File: config.mk
export PLATFORM = sky130hd
export DESIGN_NAME = conv_pe_lb
export DESIGN_NICKNAME = d
export VERILOG_FILES = /design/src/rtl/conv_pkg.sv /design/src/rtl/conv_line_buf.sv /design/src/rtl/conv_pe_lb.sv
export SDC_FILE = /design/constraint.sdc
export NUM_CORES = 2
export LEC_CHECK = 0
export BUFFER_PORTS_ARGS = -buffer_cell sky130_fd_sc_hd__clkbuf_2
export CORE_MARGIN = 3
export CORE_UTILIZATION = 55
export DETAILED_ROUTE_END_ITERATION = 16
export PLACE_DENSITY = 0.71
export SYNTH_ARGS = -nofsm -noshare
export SYNTH_HDL_FRONTEND = slang
export SYNTH_HIERARCHICAL = 1
export SYNTH_SLANG_ARGS = --single-unit
File: constraint.sdc
create_clock -name clk -period 31.3 [get_ports clk]
set_clock_uncertainty 0.1 [all_clocks]
set_input_delay 4.695 -clock clk [delete_from_list [all_inputs] [get_ports clk]]
set_output_delay 4.695 -clock clk [all_outputs]
set_load 0.01 [all_outputs]
File: src/rtl/conv_pkg.sv
`default_nettype none
// +--------------------------------------------------------------------+
// | conv_pkg                                                           |
// | Shared types, FSM encoding and width helper for conv_pe_lb.        |
// | Revision: 1.0                                                      |
// +--------------------------------------------------------------------+
package conv_pkg;

  localparam int DEF_DATA_W = 9;

  typedef enum logic [1:0] {
    IDLE = 2'd0,
    LOAD = 2'd1,
    RUN  = 2'd2
  } state_e;

  typedef logic signed [DEF_DATA_W-1:0] pix_t;
  typedef logic signed [DEF_DATA_W-1:0] weight_t;

  // Full-precision accumulator width: one product plus growth for K*K terms.
  function automatic int acc_w_f(input int data_w, input int k);
    return 2 * data_w + $clog2(k * k);
  endfunction

endpackage
`default_nettype wire

File: src/rtl/conv_line_buf.sv
`default_nettype none
// +--------------------------------------------------------------------+
// | conv_line_buf                                                      |
// | DATA_W x DEPTH enabled shift buffer; dout is the DEPTH-old sample. |
// | Revision: 1.0                                                      |
// +--------------------------------------------------------------------+
module conv_line_buf
  import conv_pkg::*;
#(
  parameter int DATA_W = 9,
  parameter int DEPTH  = 32
) (
  input  logic              clk,
  input  logic              en,
  input  logic [DATA_W-1:0] din,
  output logic [DATA_W-1:0] dout
);

  logic [DATA_W-1:0] r_sr [DEPTH];

  always_ff @(posedge clk) begin
    if (en) begin
      r_sr[0] <= din;
      for (int i = 1; i < DEPTH; i++) begin
        r_sr[i] <= r_sr[i-1];
      end
    end
  end

  assign dout = r_sr[DEPTH-1];

endmodule
`default_nettype wire

File: src/rtl/conv_pe_lb.sv
`default_nettype none
// +--------------------------------------------------------------------+
// | conv_pe_lb                                                         |
// | Streaming KxK signed convolution PE with internal line buffers.    |
// | Revision: 1.0                                                      |
// +--------------------------------------------------------------------+
module conv_pe_lb
  import conv_pkg::*;
#(
  parameter int DATA_W = 9,
  parameter int K      = 3,
  parameter int IMG_W  = 32,
  parameter int ACC_W  = acc_w_f(DATA_W, K)
) (
  input  logic              clk,
  input  logic              rst_n,
  input  logic              load_start,
  input  logic              w_valid,
  input  logic [DATA_W-1:0] w_in,
  output logic              w_ready,
  output logic              run_ready,
  input  logic              pix_valid,
  input  logic [DATA_W-1:0] pix_in,
  input  logic              frame_start,
  output logic              out_valid,
  output logic [ACC_W-1:0]  data_out
);

  localparam int KK = K * K;
  localparam int CW = $clog2(IMG_W);
  localparam int RW = $clog2(K);
  localparam int IW = $clog2(KK);
  localparam int PW = 2 * DATA_W;
  localparam logic [CW-1:0] C_COL_LAST  = CW'(IMG_W - 1);
  localparam logic [CW-1:0] C_COL_FIRST = CW'(K - 1);
  localparam logic [RW-1:0] C_ROW_LAST  = RW'(K - 1);
  localparam logic [IW-1:0] C_IDX_LAST  = IW'(KK - 1);

  typedef logic signed [DATA_W-1:0] sdata_t;
  typedef logic signed [PW-1:0]     prod_t;

  state_e            r_state;
  logic [IW-1:0]     r_idx;
  logic [CW-1:0]     r_col;
  logic [RW-1:0]     r_row;
  sdata_t            r_kern [KK];
  sdata_t            r_win  [K][K];
  prod_t             r_prod [KK];
  logic              r_v0;
  logic              r_v1;

  logic              w_accept;
  logic [CW-1:0]     w_col_now;
  logic [RW-1:0]     w_row_now;
  logic              w_win_ok;
  logic [DATA_W-1:0] w_lb_in  [K-1];
  logic [DATA_W-1:0] w_lb_out [K-1];
  logic [DATA_W-1:0] w_col_in [K];
  logic [ACC_W-1:0]  w_sum;

  assign w_accept  = pix_valid && run_ready;
  assign w_col_now = frame_start ? '0 : r_col;
  assign w_row_now = frame_start ? '0 : r_row;
  // Row saturates at K-1, so equality means K-1 full rows precede this pixel.
  assign w_win_ok  = (w_row_now == C_ROW_LAST) && (w_col_now >= C_COL_FIRST);

  generate
    for (genvar j = 0; j < K - 1; j++) begin : g_lb
      if (j == 0) begin : g_head
        assign w_lb_in[j] = pix_in;
      end else begin : g_chain
        assign w_lb_in[j] = w_lb_out[j-1];
      end
      conv_line_buf #(
        .DATA_W (DATA_W),
        .DEPTH  (IMG_W)
      ) u_line_buf (
        .clk  (clk),
        .en   (w_accept),
        .din  (w_lb_in[j]),
        .dout (w_lb_out[j])
      );
    end
  endgenerate

  // New right-hand window column, oldest row at index 0.
  always_comb begin
    w_col_in[K-1] = pix_in;
    for (int r = 0; r < K - 1; r++) begin
      w_col_in[r] = w_lb_out[K-2-r];
    end
  end

  always_ff @(posedge clk) begin
    if (!rst_n) begin
      r_state   <= IDLE;
      w_ready   <= 1'b0;
      run_ready <= 1'b0;
      r_idx     <= '0;
      r_col     <= '0;
      r_row     <= '0;
    end else begin
      case (r_state)
        IDLE: begin
          if (load_start) begin
            r_state <= LOAD;
            w_ready <= 1'b1;
            r_idx   <= '0;
          end
        end
        LOAD: begin
          if (load_start) begin
            r_idx <= '0;
          end else if (w_valid) begin
            if (r_idx == C_IDX_LAST) begin
              r_state   <= RUN;
              w_ready   <= 1'b0;
              run_ready <= 1'b1;
              r_idx     <= '0;
              r_col     <= '0;
              r_row     <= '0;
            end else begin
              r_idx <= r_idx + IW'(1);
            end
          end
        end
        RUN: begin
          if (load_start) begin
            r_state   <= LOAD;
            w_ready   <= 1'b1;
            run_ready <= 1'b0;
            r_idx     <= '0;
            r_col     <= '0;
            r_row     <= '0;
          end else if (w_accept) begin
            if (w_col_now == C_COL_LAST) begin
              r_col <= '0;
              r_row <= (w_row_now == C_ROW_LAST) ? w_row_now : w_row_now + RW'(1);
            end else begin
              r_col <= w_col_now + CW'(1);
              r_row <= w_row_now;
            end
          end
        end
        default: begin
          r_state   <= IDLE;
          w_ready   <= 1'b0;
          run_ready <= 1'b0;
        end
      endcase
    end
  end

  always_ff @(posedge clk) begin
    if (r_state == LOAD && w_valid && !load_start) begin
      r_kern[r_idx] <= sdata_t'(w_in);
    end
  end

  always_ff @(posedge clk) begin
    if (w_accept) begin
      for (int r = 0; r < K; r++) begin
        for (int c = 0; c < K - 1; c++) begin
          r_win[r][c] <= r_win[r][c+1];
        end
        r_win[r][K-1] <= sdata_t'(w_col_in[r]);
      end
    end
  end

  always_ff @(posedge clk) begin
    if (r_v0) begin
      for (int r = 0; r < K; r++) begin
        for (int c = 0; c < K; c++) begin
          r_prod[r*K+c] <= prod_t'(r_kern[r*K+c]) * prod_t'(r_win[r][c]);
        end
      end
    end
  end

  always_comb begin
    w_sum = '0;
    for (int i = 0; i < KK; i++) begin
      w_sum = w_sum + {{(ACC_W-PW){r_prod[i][PW-1]}}, r_prod[i]};
    end
  end

  always_ff @(posedge clk) begin
    if (!rst_n) begin
      r_v0      <= 1'b0;
      r_v1      <= 1'b0;
      out_valid <= 1'b0;
      data_out  <= '0;
    end else begin
      r_v0      <= w_accept && w_win_ok;
      r_v1      <= r_v0;
      out_valid <= r_v1;
      if (r_v1) begin
        data_out <= w_sum;
      end
    end
  end

endmodule
`default_nettype wire

Word level (Yosys, flattened, before mapping) --
Memories as Yosys holds them, arrays and structs flattened. Index checks and enable logic that the tools add are counted.
Storage, ports and cells: memories 5, input bits 24, logic and storage cells 106, RAM bits 900, bits in registers 40
Cells by class: $mul 9, $add $sub $neg 11, reductions and logical operators 14, bitwise logic cells 1, mux-type cells 43, equal/unequal tests 12, order comparisons 1
Memories:
- g_lb[0].u_line_buf.r_sr | words 32, bits a word 9, read ports 32, clocked after memory_dff 0, write ports 32, line conv_line_buf.sv:19 | logic [DATA_W-1:0] r_sr [DEPTH];
- g_lb[1].u_line_buf.r_sr | words 32, bits a word 9, read ports 32, clocked after memory_dff 0, write ports 32, line conv_line_buf.sv:19
- r_prod | words 9, bits a word 18, read ports 9, clocked after memory_dff 0, write ports 9, line conv_pe_lb.sv:48 | prod_t r_prod [KK];
- r_kern | words 9, bits a word 9, read ports 9, clocked after memory_dff 0, write ports 1, line conv_pe_lb.sv:46 | sdata_t r_kern [KK];
- r_win | words 3, bits a word 27, read ports 3, clocked after memory_dff 0, write ports 3, line conv_pe_lb.sv:47 | sdata_t r_win [K][K];
Operators with widths (number):
- $mul A9 B9 Y18 | 9
- $add A22 B22 Y22 | 4
- $mux W5 | 7
- $mux W2 | 12
- $add A21 B18 Y22 | 1
- $add A20 B18 Y21 | 1
- $add A19 B18 Y20 | 1
- $add A18 B18 Y19 | 1
- $mux W4 | 4
- $mux W1 | 14
- $pmux W5 S2 | 1
- $reduce_and A5 Y1 | 2
- $ne A2 B2 Y1 const B | 4
- $pmux W2 S2 | 2
- $pmux W4 S2 | 1
- $ne A3 B3 Y1 const B | 2
- $add A5 B1 Y5 const B | 1
- $eq A5 B5 Y1 const B | 1
- $ge A5 B2 Y1 const B | 1
- $logic_and A1 B1 Y1 | 5
- $add A4 B1 Y4 const B | 1
- $eq A2 B2 Y1 const B | 2
- $eq A4 B4 Y1 const B | 1
- $reduce_and A4 Y1 | 1
- 11 further kinds | 12

Longest topological paths before layout --
An unclocked memory read counts as a cell.
depth after elaboration 9, depth in mapped cells 20

Modules after synthesis --
The synthesis kept the hierarchy.
By module, submodules not included:
- conv_pe_lb | times used 1, area each 42911.2 µm², cells each 4083
- conv_line_buf | times used 2, area each 8715.9 µm², cells each 297

Worst setup path after synthesis --
No wires, ideal clock.
kind input -> register, from input pix_valid, to register r_col[3], slack 10.091 ns, buffers on the path 0, cell stages on the path 6, arrival time 20.981 ns, cells stage by stage and2_1 > nor2_1 > o21ai_1 > nand2_1 > a21oi_1 > nor2_1
Between the ends: cells in the longest elaborated chain, start to end 3
Ends and longest elaborated chain:
- from (decl) | line conv_pe_lb.sv:22 | input logic pix_valid,
- $logic_and A1 B1 Y1 | line conv_pe_lb.sv:61 | assign w_accept = pix_valid && run_ready;
- $ne A3 B3 Y1 (no line)
- $reduce_and A5 Y1 (no line)
- to (signal assigned) | line conv_pe_lb.sv:140 | r_col <= w_col_now + CW'(1);
- to (decl) | line conv_pe_lb.sv:44 | logic [CW-1:0] r_col;
Every way passes these cells. A chain may end at the register's enable or synchronous reset.

==> summary.txt <==
Worst Path Required: 31.49 ns
Arr. time, crit path: 7.94 ns
TritonCTS Buffers: 97
Routed WL: 114000 um
initial antenna violation count: 8
CORE AREA: 108000 um2
GRT overflow: 0
drt via density: 5.26
num ports: 49
Pleak: 27.2 nW
layout cells sized above 1: 0.0471
clock slew at reported path FFs: 0.06 ns
# nets final: 5852
fin. max-slew vios: 0
Total Routing Usage GR: 0.214
R2R setup slack: 25.77 ns
DR WL/cell: 18.4 um
setup bufs post-CTS: 0
largest net degree at the start of global routing: 178
clock period minus worst slack: 7.75 ns
# Max-Cap Violations: 0
# clock sinks: 940
Util after Layout: 0.604
crit path max fanout: 168
crit end category: register
setup_tns: 0 ns
Cell Rows: 120
Die H: 337 um
normalized max-slew margin: 0.322
Final Hold Fails: 0
Worst Tran Pin Value: 1.02 ns
DRT iter0 DRCs: 2427
status: finished, final reports clean
Worst setup startpoint: pix_valid
final RePlAce weighted congestion: 0.888
PwrDens: 42.9 nW/um2
Reg-to-Reg Start: r_win[0][9]
Syn Nets: 5833
distinct cell type count after synthesis: 64
mapped cell area: 60300 um2
H-Tree Depth: 3
CTS resizes: 0
Final period util: 0.248
peak supply drop: 0.0000543 V
FF+latch count, synth: 940
hpwl dp: 85600 um
Die Width: 337 um
DR DRC count: 0
FF-to-FF End: r_prod[0][35]
maximum clock rate: 129 MHz
Antenna Nets Post-Route: 0
EDFF count, synth: 900
final setup fails: 0
Synth async-reset ratio: 0
drt pass-1 iters: 5
clock buffer depth: 3
Critical Path End: r_win[1][3]
first-pass GRT wire length: 188000 um
RSZ-0062 raised after global routing: no
full die area: 114000 um2
critical setup path kind: input port to register
latest clock arrival within the worst-skew pair: 0.71 ns
top_reg_cell synth: edfxtp_1
Root Buffer: clkbuf_16
synthesized instance count: 4677
hold-fix buffers at CTS: 0
Yosys Warn Count: 6
Initial Util: 0.559
post-synthesis area per instance: 12.9 um2
number of global-route vias before repair: 34.6k
Port Buf Inserts: 48
via count: 32.5k
number of fill cells: 8188
Hold Crit Class: register to register
Seq/Total Area, Yosys: 0.461
Worst R2R Path Depth: 16
CTS tree: built
Layout area overhead: 8.05%
startpoint types: input port
## layout make-up
class | instances | area, um2 | area share
diodes | 1 | 2.50 | 0.0000384
repair buffers | 60 | 355 | 0.00545
flip-flops and latches | 940 | 27800 | 0.427
multi-input cells | 2625 | 28300 | 0.434
inverters | 972 | 3650 | 0.0560
clock buffers | 117 | 2510 | 0.0385
clock inverters | 61 | 816 | 0.0125
well taps | 1403 | 1760 | 0.0269
## Yosys cell counts, types with 20 or more instances
cell type,n,share of area
a21oi_1,52,0.0043
a31oi_1,20,0.0021
and2_1,281,0.029
clkbuf_1,121,0.0075
dfxtp_1,40,0.013
edfxtp_1,900,0.45
fa_1,759,0.25
ha_1,373,0.077
inv_1,971,0.060
nand2_1,431,0.027
nand2b_1,38,0.0039
nand3_1,27,0.0022
nor2_1,141,0.0088
nor2b_1,28,0.0029
nor3_1,49,0.0041
o21a_1,33,0.0041
o21ai_0,75,0.0062
o21bai_1,20,0.0025
xnor2_1,117,0.017
xor2_1,46,0.0067
## worst max-delay path, cell delays in order
cell and delay (ns):
clkbuf_2 0.08, and2_4 0.50, buf_12 0.72, buf_4 0.82, buf_4 0.90
## how the worst min path moves through the flow
stage,cells past startpoint,from,to,slack [ns]
6_report,0,g_lb[1].u_line_buf/r_sr[0][108],g_lb[1].u_line_buf/r_sr[0][117],0.30
5_1_grt,0,g_lb[1].u_line_buf/r_sr[0][108],g_lb[1].u_line_buf/r_sr[0][117],0.31
4_1_cts,0,g_lb[1].u_line_buf/r_sr[0][108],g_lb[1].u_line_buf/r_sr[0][117],0.30
3_5_place_dp,0,g_lb[0].u_line_buf/r_sr[0][21],g_lb[0].u_line_buf/r_sr[0][30],0.30
3_3_place_gp,0,g_lb[1].u_line_buf/r_sr[1][58],g_lb[1].u_line_buf/r_sr[1][67],0.30
2_1_floorplan,0,g_lb[0].u_line_buf/r_sr[0][91],g_lb[0].u_line_buf/r_sr[0][100],0.30
## sequential cells by signal, indices dropped and copies added (netlist names)
register,count
g_lb.u_line_buf/r_sr,576
r_v0,1
r_idx,4
r_prod,162
r_kern,81
run_ready,1
out_valid,1
data_out,22
r_state,2
r_win,81
w_ready,1
r_v1,1
r_row,2
r_col,5
## logic make-up (layout without fill, tap and decap cells)
family | Yosys count | after routing | share of synthesized area
flops | 940 | 940 | 0.461
buf+inv | 1112 | 1210 | 0.0703
mux | 7 | 7 | 0.00116
other cells | 0 | 1 | 0
fa+ha+maj | 1132 | 1132 | 0.329
compound gates | 278 | 278 | 0.0308
simple gates | 1045 | 1045 | 0.0838
xor+xnor | 163 | 163 | 0.0237
## layout by cell type (no fill, tap or decap), types with 6 or more instances in the layout
cell / synthesis / routed
inv_1: 971 / 971
edfxtp_1: 900 / 900
fa_1: 759 / 759
nand2_1: 431 / 431
ha_1: 373 / 373
and2_1: 281 / 280
nor2_1: 141 / 141
xnor2_1: 117 / 117
clkbuf_16: 0 / 97
o21ai_0: 75 / 75
a21oi_1: 52 / 52
nor3_1: 49 / 49
clkbuf_2: 0 / 48
xor2_1: 46 / 46
dfxtp_1: 40 / 39
nand2b_1: 38 / 38
o21a_1: 33 / 33
nor2b_1: 28 / 28
nand3_1: 27 / 27
a31oi_1: 20 / 20
o21bai_1: 20 / 20
clkbuf_1: 121 / 19
clkinv_1: 1 / 18
clkinv_2: 0 / 16
or3_1: 13 / 13
bufinv_16: 0 / 13
buf_4: 18 / 10
o31ai_1: 8 / 8
nand3b_1: 7 / 7
nand4_1: 7 / 7
a211oi_1: 7 / 7
mux2i_1: 7 / 7
clkinv_16: 0 / 7
or2_2: 6 / 6
## metrics by stage
stage	instances	hold WS (ns)	worst slack [ns]	instance area [um2]	power (mW)
2_1_floorplan	4677	0.300	10.09	60300	1.58
3_3_place_gp	6000	0.300	22.89	61900	1.63
3_5_place_dp	6000	0.305	22.82	61900	1.64
4_1_cts	6178	0.303	23.59	65200	2.83
5_1_grt	6178	0.310	23.31	65200	2.91
6_report	6179	0.305	23.55	65200	2.79
## metal layers
metal  vias up  track usage  routed length, um
met4         4       0.0706               3830
met3       189       0.0368               7110
met1     16600        0.298              48700
li1      14900            -                  -
met2       823        0.347              53900
met5         -            0                 26
## power breakdown
part	total (mW)	internal (mW)	switching, mW	leakage [nW]
Combinational	0.236	0.101	0.135	17.7
Sequential	1.38	1.37	0.00144	7.89
Clock	1.18	0.688	0.494	1.60
No activity file was read; power rests on OpenSTA's default activity.
